File: src/rtl/qracc_pkg.sv
// Shared types and defaults for the QRAcc activation path.
// Latency: n/a (declarations only).
// Backpressure: n/a.
//
// act_vec_t is the vector type at the default geometry. seq_acc uses it as
// its mac_data_i type, so both ends of the link agree on the element layout.
package qracc_pkg;

    localparam int QRACC_INPUT_BITS     = 4;
    localparam int QRACC_INPUT_ELEMENTS = 128;
    localparam int QRACC_BUS_BITS       = 32;
    localparam int QRACC_COUNT_BITS     = 8;

    // Element i occupies bits [i*inputBits +: inputBits].
    typedef logic [QRACC_INPUT_ELEMENTS-1:0][QRACC_INPUT_BITS-1:0] act_vec_t;

    // Number of bus beats that make up one full vector.
    function automatic int beats_per_vector(input int elems, input int bits, input int bus);
        return elems / (bus / bits);
    endfunction

endpackage

File: src/rtl/qracc_vec_packer.sv
// Packs bus beats into one activation vector and zero-pads early-terminated vectors.
// Latency: comb done_o/vec_o on the completing beat; fill state updates on the same edge.
// Backpressure: none internally; the parent gates beat_en_i with its ready.
//
// Ports:
//   clk, nrst    clock, synchronous active-low reset
//   in_data_i    upstream beat; lane j = in_data_i[j*inputBits +: inputBits]
//   in_last_i    beat closes the vector early (qualified by beat_en_i)
//   beat_en_i    beat accepted this cycle
//   vec_o        fully assembled vector including the current beat (valid with done_o)
//   done_o       one-cycle strobe: the accepted beat completes a vector
module qracc_vec_packer
    import qracc_pkg::*;
#(
    parameter int inputBits     = QRACC_INPUT_BITS,
    parameter int inputElements = QRACC_INPUT_ELEMENTS,
    parameter int busBits       = QRACC_BUS_BITS
) (
    input  logic                                     clk,
    input  logic                                     nrst,
    input  logic [busBits-1:0]                       in_data_i,
    input  logic                                     in_last_i,
    input  logic                                     beat_en_i,
    output logic [inputElements-1:0][inputBits-1:0]  vec_o,
    output logic                                     done_o
);

    localparam int LANES = busBits / inputBits;
    localparam int BEATS = beats_per_vector(inputElements, inputBits, busBits);
    localparam int BW    = (BEATS > 1) ? $clog2(BEATS) : 1;

    typedef logic [inputElements-1:0][inputBits-1:0] vec_t;

    logic [BW-1:0] beat_q, beat_d;
    vec_t          fill_q, fill_d;
    vec_t          merged;
    logic          last_beat;

    // Current beat dropped into its slot. Slots above the current beat are
    // forced to zero so an early in_last_i yields a zero-padded vector even
    // if the fill register were ever to hold something there.
    always_comb begin
        merged = fill_q;
        for (int b = 0; b < BEATS; b++) begin
            for (int j = 0; j < LANES; j++) begin
                if (BW'(b) == beat_q) begin
                    merged[b*LANES + j] = in_data_i[j*inputBits +: inputBits];
                end else if (BW'(b) > beat_q) begin
                    merged[b*LANES + j] = '0;
                end
            end
        end
    end

    assign last_beat = (beat_q == BW'(BEATS - 1));
    assign done_o    = beat_en_i && (in_last_i || last_beat);
    assign vec_o     = merged;

    // On completion the fill register is cleared so nothing carries over.
    always_comb begin
        beat_d = beat_q;
        fill_d = fill_q;
        if (beat_en_i) begin
            if (done_o) begin
                beat_d = '0;
                fill_d = '0;
            end else begin
                beat_d = beat_q + BW'(1);
                fill_d = merged;
            end
        end
    end

    always_ff @(posedge clk) begin
        if (!nrst) begin
            beat_q <= '0;
            fill_q <= '0;
        end else begin
            beat_q <= beat_d;
            fill_q <= fill_d;
        end
    end

endmodule

File: src/rtl/qracc_act_feeder.sv
// Activation feeder: packs bus beats into vectors and hands them to seq_acc.
// Latency: mac_valid_o rises the cycle after the completing beat is accepted.
// Backpressure: vectors held stable until mac_ready_i; in_ready_o drops when buffers are full.
//
// Ports:
//   clk, nrst                 clock, synchronous active-low reset
//   in_data_i/_valid_i/_last_i/in_ready_o   upstream beat stream
//   mac_data_o/mac_valid_o/mac_ready_i      vector handshake towards seq_acc
//   vec_count_o               vectors transferred since reset (wraps)
//
// Build option QRACC_FEEDER_DBUF_EN: two ping-pong output entries so the next
// vector can fill while the previous one waits on mac_ready_i. Without it a
// single entry is used and filling stalls from completion until transfer.
module qracc_act_feeder
    import qracc_pkg::*;
#(
    parameter int inputBits     = QRACC_INPUT_BITS,
    parameter int inputElements = QRACC_INPUT_ELEMENTS,
    parameter int busBits       = QRACC_BUS_BITS,
    parameter int countBits     = QRACC_COUNT_BITS
) (
    input  logic                                     clk,
    input  logic                                     nrst,
    input  logic [busBits-1:0]                       in_data_i,
    input  logic                                     in_valid_i,
    input  logic                                     in_last_i,
    output logic                                     in_ready_o,
    output logic [inputElements-1:0][inputBits-1:0]  mac_data_o,
    output logic                                     mac_valid_o,
    input  logic                                     mac_ready_i,
    output logic [countBits-1:0]                     vec_count_o
);

    typedef logic [inputElements-1:0][inputBits-1:0] vec_t;

    logic                 beat_acc;
    logic                 xfer;
    logic                 pk_done;
    vec_t                 pk_vec;
    logic [1:0]           occ_q, occ_d;
    logic [countBits-1:0] vec_count_q, vec_count_d;

    assign beat_acc = in_valid_i & in_ready_o;
    assign xfer     = mac_valid_o & mac_ready_i;

    qracc_vec_packer #(
        .inputBits     (inputBits),
        .inputElements (inputElements),
        .busBits       (busBits)
    ) u_packer (
        .clk       (clk),
        .nrst      (nrst),
        .in_data_i (in_data_i),
        .in_last_i (in_last_i),
        .beat_en_i (beat_acc),
        .vec_o     (pk_vec),
        .done_o    (pk_done)
    );

    // Occupancy: completion and transfer in the same cycle cancel out.
    always_comb begin
        occ_d = occ_q;
        case ({pk_done, xfer})
            2'b10:   occ_d = occ_q + 2'd1;
            2'b01:   occ_d = occ_q - 2'd1;
            default: occ_d = occ_q;
        endcase
        vec_count_d = xfer ? vec_count_q + countBits'(1) : vec_count_q;
    end

    always_ff @(posedge clk) begin
        if (!nrst) begin
            occ_q       <= '0;
            vec_count_q <= '0;
        end else begin
            occ_q       <= occ_d;
            vec_count_q <= vec_count_d;
        end
    end

    assign mac_valid_o = (occ_q != 2'd0);
    assign vec_count_o = vec_count_q;

`ifdef QRACC_FEEDER_DBUF_EN
    // Two entries used as a ring: the packer writes at wr_ptr, seq_acc reads
    // at rd_ptr. The entry being presented is never the one being written,
    // because a write only happens while occ_q < 2.
    vec_t buf_q [2];
    vec_t buf_d [2];
    logic wr_ptr_q, wr_ptr_d;
    logic rd_ptr_q, rd_ptr_d;

    always_comb begin
        buf_d    = buf_q;
        wr_ptr_d = wr_ptr_q;
        rd_ptr_d = rd_ptr_q;
        if (pk_done) begin
            buf_d[wr_ptr_q] = pk_vec;
            wr_ptr_d        = ~wr_ptr_q;
        end
        if (xfer) begin
            rd_ptr_d = ~rd_ptr_q;
        end
    end

    always_ff @(posedge clk) begin
        if (!nrst) begin
            buf_q[0] <= '0;
            buf_q[1] <= '0;
            wr_ptr_q <= 1'b0;
            rd_ptr_q <= 1'b0;
        end else begin
            buf_q    <= buf_d;
            wr_ptr_q <= wr_ptr_d;
            rd_ptr_q <= rd_ptr_d;
        end
    end

    // nrst term keeps the upstream stalled while reset is held.
    assign in_ready_o = nrst & (occ_q < 2'd2);
    assign mac_data_o = buf_q[rd_ptr_q];
`else
    // Single entry: it can only be written while empty, so it is stable
    // for as long as mac_valid_o is high.
    vec_t buf_q, buf_d;

    always_comb begin
        buf_d = buf_q;
        if (pk_done) begin
            buf_d = pk_vec;
        end
    end

    always_ff @(posedge clk) begin
        if (!nrst) begin
            buf_q <= '0;
        end else begin
            buf_q <= buf_d;
        end
    end

    // Registered occupancy means a transfer frees the entry one cycle later.
    assign in_ready_o = nrst & (occ_q == 2'd0);
    assign mac_data_o = buf_q;
`endif

endmodule

File: config.mk
export PLATFORM = sky130hd
export DESIGN_NAME = qracc_act_feeder
export DESIGN_NICKNAME = d
export VERILOG_FILES = /design/src/rtl/qracc_pkg.sv /design/src/rtl/qracc_vec_packer.sv /design/src/rtl/qracc_act_feeder.sv
export SDC_FILE = /design/constraint.sdc
export NUM_CORES = 2
export LEC_CHECK = 0
export ABC_AREA = 1
export BUFFER_PORTS_ARGS = -buffer_cell sky130_fd_sc_hd__buf_2
export CAP_MARGIN = 20
export CORE_MARGIN = 1.5
export CORE_UTILIZATION = 62
export CTS_CLUSTER_DIAMETER = 40
export DETAILED_ROUTE_END_ITERATION = 7
export PLACE_DENSITY = 0.85
export SLEW_MARGIN = 5
export SYNTH_ARGS = -nofsm -noshare
export SYNTH_HDL_FRONTEND = slang
export SYNTH_SLANG_ARGS = --single-unit
File: constraint.sdc
create_clock -name clk -period 5.8 [get_ports clk]
set_input_delay 0.58 -clock clk [delete_from_list [all_inputs] [get_ports clk]]
set_output_delay 0.58 -clock clk [all_outputs]
set_load 0.02 [all_outputs]
==> results.cfg <==
[synth]
yosysTopAreaCell = dfxtp_1
seq_area_frac_synth_pct = 49.4
synth_top_area_share_pct = 49.4
synth_cell_types = 26
ys_ff_latch = 1006
syn_area_per_cell_um2 = 7.00
syn_inst = 5819
syn_area_um2 = 40800
synth_warnings = 0
yosys-top-cells-area = dfxtp_1, nand2_1, nand3_1
syn_nets = 5862

[power_and_ir_drop]
powerDensity_nw_per_um2 = 338
p_leak_uw = 0.0213
peakVddDrop_mv = 0.246

[sta]
layout_min_cycle_time_ns = 3.84
rsz0062_at_grt = false
setup_viol = 0
fin_hold_ws_ns = 0.308
maxSlewHeadroom_pct = 18.8
hold_violations = 0
finalSetupTns_ns = 0
period_share_pct = 66.2
final_max_slew_viol_count = 0
skew_ns = 0.0267
max_freq_mhz = 261
worstMarginPinSlew_ns = 1.22

[clock_network]
holdBufCountCts = 0
post_cts_resized = 0
tritoncts = done
cts_root_buf = clkbuf_16
clk_path_buf_depth = 3
clkSinkCount = 1006
clkLatencyLatePin_ns = 0.72
cts_setup_buffers = 0
numCtsBuffers = 135
htreeDepth = 4
clk_pin_slew_ns = 0.05

[drt]
wire_per_inst_um = 20.2
route.detailed.drc = 1
drt-initial-drc-count = 6208
firstDrtPassIters = 8
drt-vias-per-instance = 5.99
num_vias = 42400
antenna_left = 0
totalWireLength_um = 143000

[floorplanning]
io_pins = 559
dieArea_um2 = 67300
die_w_um = 259
initial_core_util_pct = 63.0
fp.dieH_um = 259
placementRows = 93
core_um2 = 64700

[grt]
antenna_found_initial = 6
grt_use_total_pct = 40.4
grt_pass1_wl_um = 213000
grt_pass1_vias = 38100
grt_overflow_total = 0
grt_max_degree = 230

[final_layout]
areaGrowthSynthToFinish_pct = 17.3
utilization_pct = 73.9
final_nets = 6155
layout_common_cells = nand2_1, dfxtp_1, nand3_1, buf_2, a21oi_1
final_common_cell = nand2_1
drive_gt1_share_pct = 14.0

[worst_setup_path]
reg2reg_to = u_packer.fill_q[454]
slowest_delay_ns = 0.96
cp-start-kind = flip-flop
crit_path_end_kind = flip-flop
reg2reg_depth = 9
crit_required_ns = 6.43
r2r_slack_ns = 1.96
crit_top_cell = nand2_1
crit_type = reg -> reg
r2r_start = u_packer.beat_q[2]
worstPathMaxFanout = 52
crit_chain = nand2_2 -> inv_2 -> nand2_1 -> buf_4 -> inv_2 -> nand2_1 -> nand2_1 -> nand2_1 -> a21oi_1
crit_path_top_delay_cell = dfxtp_2
arrival_ns = 4.46

[worst_hold_path]
hold_end = u_packer.beat_q[2]
hp-start = in_valid_i
hold_class = in -> reg
min_path_cells = 4

[flow_run]
cap_viol_max_count = 0

[run_status]
violations = DRC
status = complete, but fails checks

[place]
routabilityCongestion = 0.874
hpwl_um = 83300
numPortBuffers = 558
-- state kept, by name (all words and copies together), names as in the netlist --
signal and flops:
vec_count_o 8, mac_data_o 512, u_packer.beat_q 4, occ_q 2
u_packer.fill_q 480
-- cell usage after synthesis --
library cell,instances
nor2_4,2
dfxtp_1,1006
buf_2,184
nand2_2,1
nor2_2,5
o21ai_0,337
o21ai_1,18
nand4_2,1
o21bai_1,2
buf_1,45
inv_2,8
clkbuf_1,213
a21oi_1,518
nand4_1,34
ha_1,6
a31oi_1,1
inv_1,82
buf_6,10
a211oi_1,14
nor3_1,3
nand3_2,2
xor2_1,1
nor2_1,51
nand3_1,691
buf_4,8
nand2_1,2576
-- cell families (layout without fill, tap and decap cells) --
logic type / Yosys count / in the layout / share of synthesized area [%]
other: 0 / 9 / 0
buffers and inverters: 550 / 945 / 5.89
AND/OR/NAND/NOR: 3366 / 3366 / 33.5
adder cells (fa/ha/maj): 6 / 6 / 0.184
XOR/XNOR: 1 / 1 / 0.0215
flip-flops: 1006 / 1006 / 49.4
AO/OA/AOI/OAI: 890 / 890 / 11.0
-- worst max-delay path by stage --
stage          slack [ns]                from                    to
2_1_floorplan        3.35                nrst              occ_q[1]
4_1_cts              1.85  u_packer.beat_q[1]  u_packer.fill_q[129]
6_report             1.96  u_packer.beat_q[2]  u_packer.fill_q[454]
3_5_place_dp         1.46                nrst       mac_data_o[373]
5_1_grt              1.67  u_packer.beat_q[2]       mac_data_o[357]
3_3_place_gp         1.50                nrst       mac_data_o[373]
-- per-stage QoR --
| stage | power [uW] | std cells | area [um2] | setup slack, ns |
|---|---|---|---|---|
| detailed placement | 7930 | 6826 | 43200 | 1.46 |
| global route | 16500 | 7070 | 47800 | 1.67 |
| finish | 16200 | 7078 | 47800 | 1.96 |
| floorplan | 7630 | 5819 | 40800 | 3.35 |
| global placement | 7930 | 6825 | 43100 | 1.50 |
| CTS | 16100 | 7065 | 47700 | 1.85 |
-- final cells by class --
type	instances	area (um2)
Clock buffer	175	3870
Multi-Input combinational cell	4263	18300
Timing Repair Buffer	616	3410
Clock inverter	64	682
Tap cell	855	1070
Sequential cell	1006	20100
Inverter	90	353
Fill cell	4864	16900
Antenna cell	9	22.5
-- report_power, final --
group	switching, uW	internal [uW]
clock network	3180	5170
logic	732	117
registers	26.4	6950
-- critical path, delay by kind of cell, from the launching register on --
kind | cells | cell delay (ns)
flip-flops | 1 | 0.96
buffers and inverters | 3 | 1.66
AO/OA/AOI/OAI | 1 | 0.14
AND/OR/NAND/NOR | 5 | 0.95
-- metal layers --
metal	share of wire, %	vias to the layer above	global-route usage [%]
met1	36	19600	50.8
met2	44	2794	61.5
met3	12	564	9.48
met4	7.0	2	27.8
li1	-	19400	-
met5	0.022	-	0
(Power assumes the default switching activity.)
